$ cat config.mk
export PLATFORM = sky130hd
export DESIGN_NAME = spike_window_arbiter
export DESIGN_NICKNAME = d
export VERILOG_FILES = /design/src/rtl/spike_window_arbiter.sv
export SDC_FILE = /design/constraint.sdc
export NUM_CORES = 1
export LEC_CHECK = 0
export CORE_MARGIN = 4
export CORE_UTILIZATION = 30
export CTS_CLUSTER_DIAMETER = 50
export CTS_CLUSTER_SIZE = 12
export DETAILED_ROUTE_END_ITERATION = 12
export SYNTH_ARGS = -nofsm -noshare
export SYNTH_HDL_FRONTEND = slang
export SYNTH_SLANG_ARGS = --single-unit
$ cat constraint.sdc
create_clock -name i_clk -period 5.1 [get_ports i_clk]
set_input_delay 0.765 -clock i_clk [delete_from_list [all_inputs] [get_ports i_clk]]
set_output_delay 0.765 -clock i_clk [all_outputs]
set_load 0.02 [all_outputs]
$ cat src/rtl/spike_window_arbiter.sv
// Spike-output scheduler: captures per-neuron requests over a trigger window, then
// issues them one-hot, round-robin, on a valid/ack handshake, followed by a cooldown.
//
// state  | meaning
// IDLE   | armed, waiting for a rising i_spike_in
// WINDOW | OR-collecting i_spike until P_WINDOW samples are taken
// ARB    | picks the first winner, or skips to COOL if nothing was captured
// GRANT  | holding a grant; each ack loads the next winner or ends the event
// COOL   | P_COOLDOWN idle clocks before re-arming
module spike_window_arbiter #(
    parameter int P_NUM      = 10,
    parameter int P_WINDOW   = 2,
    parameter int P_COOLDOWN = 1,
    localparam int IW   = $clog2(P_NUM),
    localparam int CMAX = (P_WINDOW > P_COOLDOWN) ? P_WINDOW : P_COOLDOWN,
    localparam int CW   = $clog2(CMAX + 1)
) (
    input  logic             i_clk,
    input  logic             i_rst_n,
    input  logic             i_spike_in,
    input  logic [P_NUM-1:0] i_spike,
    input  logic             i_ack,
    output logic [P_NUM-1:0] o_spike,
    output logic [IW-1:0]    o_idx,
    output logic             o_valid,
    output logic             o_busy,
    output logic             o_drop
);

    typedef enum logic [2:0] {IDLE, WINDOW, ARB, GRANT, COOL} state_t;

    localparam logic [P_NUM-1:0] ONE = P_NUM'(1);

    state_t           state_q, state_d;
    logic [P_NUM-1:0] pend_q, pend_d;
    logic [IW-1:0]    rr_q, rr_d;
    logic [CW-1:0]    cnt_q, cnt_d;
    logic [P_NUM-1:0] spike_q, spike_d;
    logic [IW-1:0]    idx_q, idx_d;
    logic             valid_q, valid_d;
    logic             drop_q, drop_d;
    logic             spike_in_q;

    logic             rise;
    logic             win_found;
    logic [IW-1:0]    win_idx;
    logic [CW-1:0]    cnt_inc;

    assign rise    = i_spike_in & ~spike_in_q;
    assign cnt_inc = cnt_q + CW'(1);

    // Round-robin search: first pending bit at or above rr_q, wrapping past P_NUM-1.
    always_comb begin
        int pos;
        win_found = 1'b0;
        win_idx   = '0;
        pos       = 0;
        for (int k = 0; k < P_NUM; k++) begin
            pos = int'(rr_q) + k;
            if (pos >= P_NUM) pos = pos - P_NUM;
            if (!win_found && pend_q[pos[IW-1:0]]) begin
                win_found = 1'b1;
                win_idx   = pos[IW-1:0];
            end
        end
    end

    always_comb begin
        state_d = state_q;
        pend_d  = pend_q;
        rr_d    = rr_q;
        cnt_d   = cnt_q;
        spike_d = spike_q;
        idx_d   = idx_q;
        valid_d = valid_q;
        drop_d  = rise & (state_q != IDLE);
        case (state_q)
            IDLE: begin
                if (rise) begin
                    pend_d  = i_spike;
                    cnt_d   = CW'(1);
                    state_d = (P_WINDOW == 1) ? ARB : WINDOW;
                end
            end
            WINDOW: begin
                pend_d = pend_q | i_spike;
                cnt_d  = cnt_inc;
                if (cnt_inc == CW'(P_WINDOW)) state_d = ARB;
            end
            ARB, GRANT: begin
                if (state_q == ARB || i_ack) begin
                    if (win_found) begin
                        spike_d = ONE << win_idx;
                        idx_d   = win_idx;
                        valid_d = 1'b1;
                        pend_d  = pend_q & ~(ONE << win_idx);
                        rr_d    = (win_idx == IW'(P_NUM - 1)) ? '0 : win_idx + IW'(1);
                        state_d = GRANT;
                    end else begin
                        valid_d = 1'b0;
                        spike_d = '0;
                        cnt_d   = '0;
                        state_d = COOL;
                    end
                end
            end
            COOL: begin
                if (cnt_inc >= CW'(P_COOLDOWN)) state_d = IDLE;
                else cnt_d = cnt_inc;
            end
            default: state_d = IDLE;
        endcase
    end

    always_ff @(posedge i_clk or negedge i_rst_n) begin
        if (!i_rst_n) begin
            state_q    <= IDLE;
            pend_q     <= '0;
            rr_q       <= '0;
            cnt_q      <= '0;
            spike_q    <= '0;
            idx_q      <= '0;
            valid_q    <= 1'b0;
            drop_q     <= 1'b0;
            spike_in_q <= 1'b0;
        end else begin
            state_q    <= state_d;
            pend_q     <= pend_d;
            rr_q       <= rr_d;
            cnt_q      <= cnt_d;
            spike_q    <= spike_d;
            idx_q      <= idx_d;
            valid_q    <= valid_d;
            drop_q     <= drop_d;
            spike_in_q <= i_spike_in;
        end
    end

    assign o_spike = spike_q;
    assign o_idx   = idx_q;
    assign o_valid = valid_q;
    assign o_busy  = (state_q != IDLE);
    assign o_drop  = drop_q;

endmodule
## Word level (Yosys, flattened, before mapping)

Index checks and enable logic that the tools add are counted.

| storage, ports and cells | value |
|---|---|
| register bits | 36 |
| input bits | 14 |
| output and inout port bits | 17 |

| cells by class | value |
|---|---|
| add/sub/neg operators | 21 |
| order comparisons | 21 |
| equal/unequal tests | 13 |
| shift operators | 1 |
| muxes and demuxes | 68 |
| bitwise operators | 6 |
| reductions and logical operators | 29 |

Operators by type and width:

| operator | number |
|---|---|
| $mux W4 | 21 |
| $lt A4 B5 Y1 const B | 10 |
| $ge A5 B4 Y1 const B | 9 |
| $bmux W1 S4 | 10 |
| $mux W10 | 4 |
| $sub A4 B4 Y4 const B | 10 |
| $pmux W10 S3 | 1 |
| $mux W1 | 21 |
| $add A4 B3 Y5 const B | 4 |
| $mux W3 | 5 |
| $ne A2 B2 Y1 const B | 7 |
| $pmux W3 S4 | 1 |
| $add A4 B2 Y5 const B | 2 |
| $add A4 B4 Y5 const B | 2 |
| $and A10 B10 Y10 | 1 |
| $not A10 Y10 | 1 |
| $or A10 B10 Y10 | 1 |
| $shl A1 B4 Y10 const A | 1 |
| $logic_and A1 B1 Y1 | 9 |
| $logic_not A1 Y1 | 9 |
| $mux W2 | 4 |
| $pmux W2 S4 | 1 |
| $reduce_and A4 Y1 | 2 |
| $eq A3 B2 Y1 const B | 2 |
| 19 further kinds | 21 |

## Longest topological paths before layout

Gate-level depths: netlist of the first run.

| logic depth | value |
|---|---|
| depth in word-level cells | 38 |
| depth in mapped cells | 23 |
| gate-level depth less buffers | 18 |

## Worst setup path before layout of the first run

OpenSTA, ideal clock, no wires.

| timing | value |
|---|---|
| kind | register -> register |
| start | register rr_q[0] |
| end | register rr_q[2] |
| data arrival time | 5.218 ns |
| data required time | 4.979 ns |
| path slack | -0.239 ns |
| cell stages (with the launch flop) | 23 |
| buffers on the path | 5 |
| clock period less this slack | 5.339 ns |
| path through | dfrtp_1 buf_2 buf_4 inv_1 ha_1 inv_1 clkbuf_1 ha_1 nor2b_1 mux2_2 o221a_2 o22ai_1 o22ai_1 or2_2 or3_1 buf_2 a2111o_1 a211o_1 buf_2 and2_1 ha_1 nor2_1 a22o_1 |

| on the way | value |
|---|---|
| word-level cells in the longest chain between the ends | 34 |
| elaborated cells on any way between the ends | 101 |
| those cells by class | 20 x add/sub; 10 x order compare; 1 x eq/ne; 51 x mux; 19 x reduce/logical |

RTL lines:

| element | RTL line | source |
|---|---|---|
| from (decl) | 36 | `logic [IW-1:0] rr_q, rr_d;` |
| from (signal assigned) | 129 | `rr_q <= rr_d;` |
| parallel branches: the longest is 34 deep, another holds $add A4 B1 Y5 | -- |  |

Parallel ways; which one is timed is not known. The select of a mux whose other input is x is not followed.
A chain may end at the register's enable or synchronous reset.

## Worst setup path in the final report of the first run

| timing | value |
|---|---|
| start | register rr_q[1] |
| end | register rr_q[2] |

The elaborated chain is that of the path after synthesis.

==> results of run 1 <==
==> worst max path at each step <==
stage,slack (ns),cells after the start,to
2_1_floorplan,0.02,22,rr_q[2]
3_3_place_gp,0.26,17,rr_q[2]
6_report,0.24,18,rr_q[2]
5_1_grt,0.02,19,pend_q[3]
3_5_place_dp,0.25,18,rr_q[2]
4_1_cts,0.24,18,rr_q[2]
==> routing by layer <==
metal  vias to the layer above  global-route usage, %  share of wire, %
met5                         -                      0                 0
met4                         0                   6.30               3.2
met3                        30                   1.64               5.7
met2                       175                   27.8                46
met1                      2273                   23.4                45
li1                       2202                      -                 -
==> timing repair <==
item | in CTS | in global routing
setup endpoints to repair | 0 | 23
gates resized for setup | 0 | 6
hold buffers | 0 | 0
==> per-stage QoR <==
stage / setup WS (ns) / hold slack (ns) / utilization [%]
2_1_floorplan: 0.0208 / 0.469 / -
3_3_place_gp: 0.257 / 0.470 / 35.1
3_5_place_dp: 0.255 / 0.474 / 35.1
4_1_cts: 0.244 / 0.499 / 36.1
5_1_grt: 0.0165 / 0.534 / 36.2
6_report: 0.236 / 0.492 / 36.2
==> logic make-up after synthesis <==
logic type / count (synthesis)
xor+xnor: 14
mux: 50
simple gates: 206
buf+inv: 54
flops: 36
fa+ha+maj: 26
compound gates: 179
==> worst register-to-register path, delay by kind of cell, from the launching register on <==
kind	cells	cell delay, ns
flops	1	0.40
fa+ha+maj	3	0.85
mux	2	0.55
compound gates	5	1.34
buf+inv	2	0.37
xor+xnor	1	0.17
simple gates	5	1.07
==> registers in the layout, indices dropped and copies added, names as in the netlist <==
register / flops
cnt_q: 2
o_idx: 4
rr_q: 4
state_q: 3
spike_in_q: 1
pend_q: 10
o_spike: 10
o_valid: 1
o_drop: 1
==> Yosys cell counts, types with 9 or more instances <==
cell type and count:
a21oi_1 33, mux2i_1 20, inv_1 23, nor3_1 17
nand2_1 54, nor2_1 34, o21ai_0 32, nand2b_1 14
nand3_1 18, ha_1 25, nor2b_1 9, xnor2_1 13
clkbuf_1 20, a31oi_1 9, mux2_2 25, a211oi_1 14
dfrtp_1 36
==> area by class of cell <==
cell class                 count  area share, %
clock buffer                   8           2.75
sequential                    36           16.9
inverter                      23           1.62
multi-input combinational    475           64.4
tap                          184           4.33
timing repair buffer          61           9.92
==> cell usage in the layout (no fill, tap or decap), drive strengths merged, types with 4 or more instances in the layout <==
cell type and n:
o21ai 36, o31ai 4, or3 9, mux4 5, buf 32, o22ai 4
a21o 8, and3 5, and3b 4, mux2i 20, a22oi 8, dfrtp 36
a211oi 14, nand3b 5, xnor2 13, nor3 17, o211ai 6, nand2b 14
a21boi 4, clkdlybuf4s50 29, nand3 18, or2 6, a31oi 9, ha 25
clkbuf 8, nor2b 9, nor2 34, a21oi 34, and2 6, nand2 55
mux2 25, inv 23, or3b 4, nor4 4
==> results.yml, run 1 <==
global_route:
  grt_pass1_vias: 4524
  grt_pass1_wl_mm: 24.3
  track_usage_pct: 17.0
  antenna_found_initial: 0
  grt_overflow_total: 0
  grt_max_degree: 37
setup_path:
  rr_worst_depth: 18
  reg2reg_from: "rr_q[1]"
  slowest_delay_ns: 0.47
  worst-path-buf-inv: 2
  cp_cell_sequence: "buf_4 -> ha_1 -> xnor2_1 -> inv_1 -> ha_2 -> nor2b_1 -> mux2_2 -> o221ai_1 -> mux2_2 -> o22ai_1 -> or2_2 -> or3_1 -> a2111o_1 -> a211o_1 -> and2_1 -> ha_1 -> nor2_1 -> a22o_1"
  critPathKind: "flop to flop"
  crit_path_end_kind: "flop"
  crit_fanout: 8
  critical-path-top-delay-family: "compound AO/OA/AOI/OAI gates"
  cp_slowest_cell: "or3_1"
  rr_endpoint: "rr_q[2]"
  critPathLaunchType: "flop"
  worstPathRequired_ns: 5.27
  setup.worst_path.start: "rr_q[1]"
  arrival_ns: 5.03
  r2r_setup_slack_ns: 0.24
final_layout:
  area_delta_synth_final_pct: 16.8
  final_area_um2: 5320
  nFillCells: 1494
  fin_nets: 642
  antenna_cells: 0
  multi_input_area_um2: 3430
  regArea_um2: 902
  drive_above_1_share_pct: 15.4
  fin_cells: 787
synth:
  synth-edff-count: 0
  netlist_instances: 565
  synth_nets: 605
  synth_top_family_by_area: "compound AO/OA/AOI/OAI gates"
  ys_seq_elements: 36
  synth_area_leaders: "dfrtp_1 (20%), ha_1 (6.9%), mux2_2 (6.2%)"
  yosys.area.top_type: "dfrtp_1"
  yosysUniqueCellTypes: 82
  synthFlopType: "dfrtp_1"
  ys_warn_count: 0
  yosys.area_share.xor_xnor_pct: 2.69
  synth-compound-area-share_pct: 27.6
  synth-simple-area-share_pct: 24.2
  yosysTopAreaCellShare_pct: 19.8
  synthAdderAreaFrac_pct: 7.30
  synth.cell_area_um2: 4560
  syn_avg_cell_area_um2: 8.07
  yosysSeqAreaShare_pct: 19.8
  muxShareOfSynthArea_pct: 13.0
  async_reset_ff_share_pct: 100
sta:
  grt_setup_unrepaired: "false"
  fin_crit_sh_pct: 95.4
  min_period_ns: 4.86
  worst_slew_pin_slew_ns: 0.837
  setup_viol: 0
  slew_headroom_pct: 44.1
  hold_viol_final: 0
  setup_tns_ns: 0
  fmax_mhz: 206
  slew_viol_final: 0
  fin_worst_skew_ns: 0.00310
hold_path:
  hp-start: "o_valid"
  whs_endpoint: "o_valid"
  hold_class: "flop to flop"
  hold_path_depth: 2
routing:
  drc: 0
  drt-pass1-iter-count: 5
  drt_iter0_drc: 299
  via_per_inst: 5.95
  wl_per_cell_um: 19.6
  wl_mm: 15.4
  vias: 4680
  ant_nets: 0
floorplan:
  start_util_pct: 31.0
  die-height_um: 131
  io_pins: 31
  rows: 44
  coreArea_um2: 14700
  die_w_um: 131
  die_area_um2: 17200
place:
  place_hpwl_mm: 12.0
  io_buffers: 30
  place_area_um2: 5160
  numPlacedInstances: 779
  gp_congestion: 0.944
job:
  drv_cap: 0
cts:
  cts_buffers: 5
  path_clk_slew_ns: 0.05
  htreeDepth: 2
  cts_post_setup_buffers_inserted: 0
  cts_root_buf: "clkbuf_16"
  clkSinkCount: 36
  clk_latency_ns: 0.28
  cts_tree: "yes"
  clock_path_buffers: 2
outcome:
  status: "completed"
Power of run 1 is not shown: default switching activity piles up to over one toggle a cycle in this logic, so the estimate is an artifact.
==> run 2: changes to the inputs <==
--- a/config.mk
+++ b/config.mk
@@ -10,6 +10,7 @@
 export CTS_CLUSTER_DIAMETER = 50
 export CTS_CLUSTER_SIZE = 12
 export DETAILED_ROUTE_END_ITERATION = 12
+export SLEW_MARGIN = 20
 export SYNTH_ARGS = -nofsm -noshare
 export SYNTH_HDL_FRONTEND = slang
 export SYNTH_SLANG_ARGS = --single-unit
==> results of run 2 <==
Final layout, timing and power as in run 1 (identical DEF).
Power of run 2 is left out for the same reason.
==> RTL edit: new RTL, settings of run 2 <==
Change the parameter `P_WINDOW` from 2 to 4.
--- a/src/rtl/spike_window_arbiter.sv
+++ b/src/rtl/spike_window_arbiter.sv
@@ -9,7 +9,7 @@
 // COOL   | P_COOLDOWN idle clocks before re-arming
 module spike_window_arbiter #(
     parameter int P_NUM      = 10,
-    parameter int P_WINDOW   = 2,
+    parameter int P_WINDOW   = 4,
     parameter int P_COOLDOWN = 1,
     localparam int IW   = $clog2(P_NUM),
     localparam int CMAX = (P_WINDOW > P_COOLDOWN) ? P_WINDOW : P_COOLDOWN,
Behaviour: not the same (Yosys sat finds a counterexample within 4 cycles, from zero or initial values and one cycle with i_rst_n low).
==> RTL edit against run 2 <==
- sequential cell count is 1 higher
- routed wire length is 2.9% higher
- design area is 5.9% higher
- critical path type unchanged
- fmax is 0.51% higher
- setup slack better by 25 ps
- synthesized area is 8.5% higher
Power is left out: the tool's default activity adds up to more than one toggle a clock period on the data nets, which glitch-free logic cannot reach.
==> RTL edit: results (changes against run 2) <==
I/O Buffers: 30 (unchanged)
Yosys cell types: 107 (+30%)
reg-to-reg slack, setup: 260 ps (+20 ps)
post-synthesis sequential area ratio: 18.7% (-1.0 points)
FF-to-FF path depth: 15 (-3)
DR iter-0 viols: 378 (+26%)
net count after synthesis: 617 (+2.0%)
Compound-Gate Fraction of Synth Area: 29.4% (+1.7 points)
Wirelength per Cell: 19.4 um (-0.99%)
largest net degree at the start of global routing: 45 (+22%)
Max-slew headroom: 43.4% (-0.72 points)
synth top area cells: dfrtp_1, ha_1, nand2_1
DR vias: 4863 (+3.9%)
Final Wtd Congestion: 0.944 (about the same)
commonest cells in the netlist: nand2_1, dfrtp_1, nor2_1
CP Data Arrival Time: 4990 ps (-40 ps)
DPL Wire Length: 12300 um (+2.4%)
first-pass GRT wire length: 25700 um (+5.6%)
Met2 Wirelength: 7710 um (+8.9%)
fill count: 1681 (+13%)
Metal-1 WL: 6920 um (-0.25%)
Fin Clk Skew: 8.70 ps (+5.59 ps)
crit path to: pend_q[1]
DIE AREA: 18600 sq um (+7.9%)
Top Layer Used: met4
Hold Crit Endpoint: o_spike[8]
met3 WL: 914 um (+3.7%)
Adder-Cell Fraction of Synth Area: 6.99% (-0.32 points)
status: finished, final reports clean
share of layout cells above drive strength 1: 16.6% (+1.2 points)
Hold Startpoint: o_spike[8]
gr usage total: 17.1% (+0.053 points)
multiplexer share of the synthesized area: 10.9% (-2.1 points)
CP max-delay cell: dfrtp_1
## RTL edit: cell count changes after synthesis, moves of 7 or more
| cell | delta |
|---|---|
| clkbuf_1 | -9 |
| a211oi_1 | -11 |
| mux2_2 | -13 |
| o21ai_0 | -9 |
| nand2_1 | +8 |
| a21oi_1 | -7 |
## RTL edit: per-layer routing
metal | GRT usage [%] | up-vias
met2 | 29.0 | 185
li1 | - | 2248
met1 | 23.2 | 2409
met4 | 4.09 | 0
met5 | 0 | -
met3 | 1.81 | 21
## RTL edit: cell type report
cell class                 count  area share (%)
inverter                      22            1.47
clock buffer                   7            2.53
tap                          216            4.80
clock inverter                 1           0.533
sequential                    37            16.5
multi-input combinational    487            66.6
timing repair buffer          48            7.64
## RTL edit: worst reg2reg max path, cell delays in order (launching register included)
cell,delay (ps)
dfrtp_1,470
inv_1,200
ha_1,240
ha_1,450
nand4bb_1,210
o311a_1,330
nor3_1,470
mux2_2,440
o31ai_2,360
buf_4,200
nor3_1,40
a311oi_1,280
o211a_1,330
nand3_1,250
o41ai_1,370
nand2_1,90
## RTL edit: metrics by stage
stage | setup slack [ps] | hold slack (ps) | cell area (sq um) | std cells | utilization [%]
6_report | 261 | 486 | 5630 | 818 | 35.2
2_1_floorplan | 397 | 469 | 4940 | 576 | -
4_1_cts | 137 | 487 | 5630 | 818 | 35.2
3_3_place_gp | 179 | 465 | 5450 | 810 | 34.1
5_1_grt | 0.782 | 528 | 5630 | 818 | 35.2
3_5_place_dp | 175 | 468 | 5450 | 810 | 34.1
## RTL edit: what timing repair did
item,in CTS,in global routing
buffers inserted,0,0
setup endpoints to repair,0,5
resized for setup,0,2
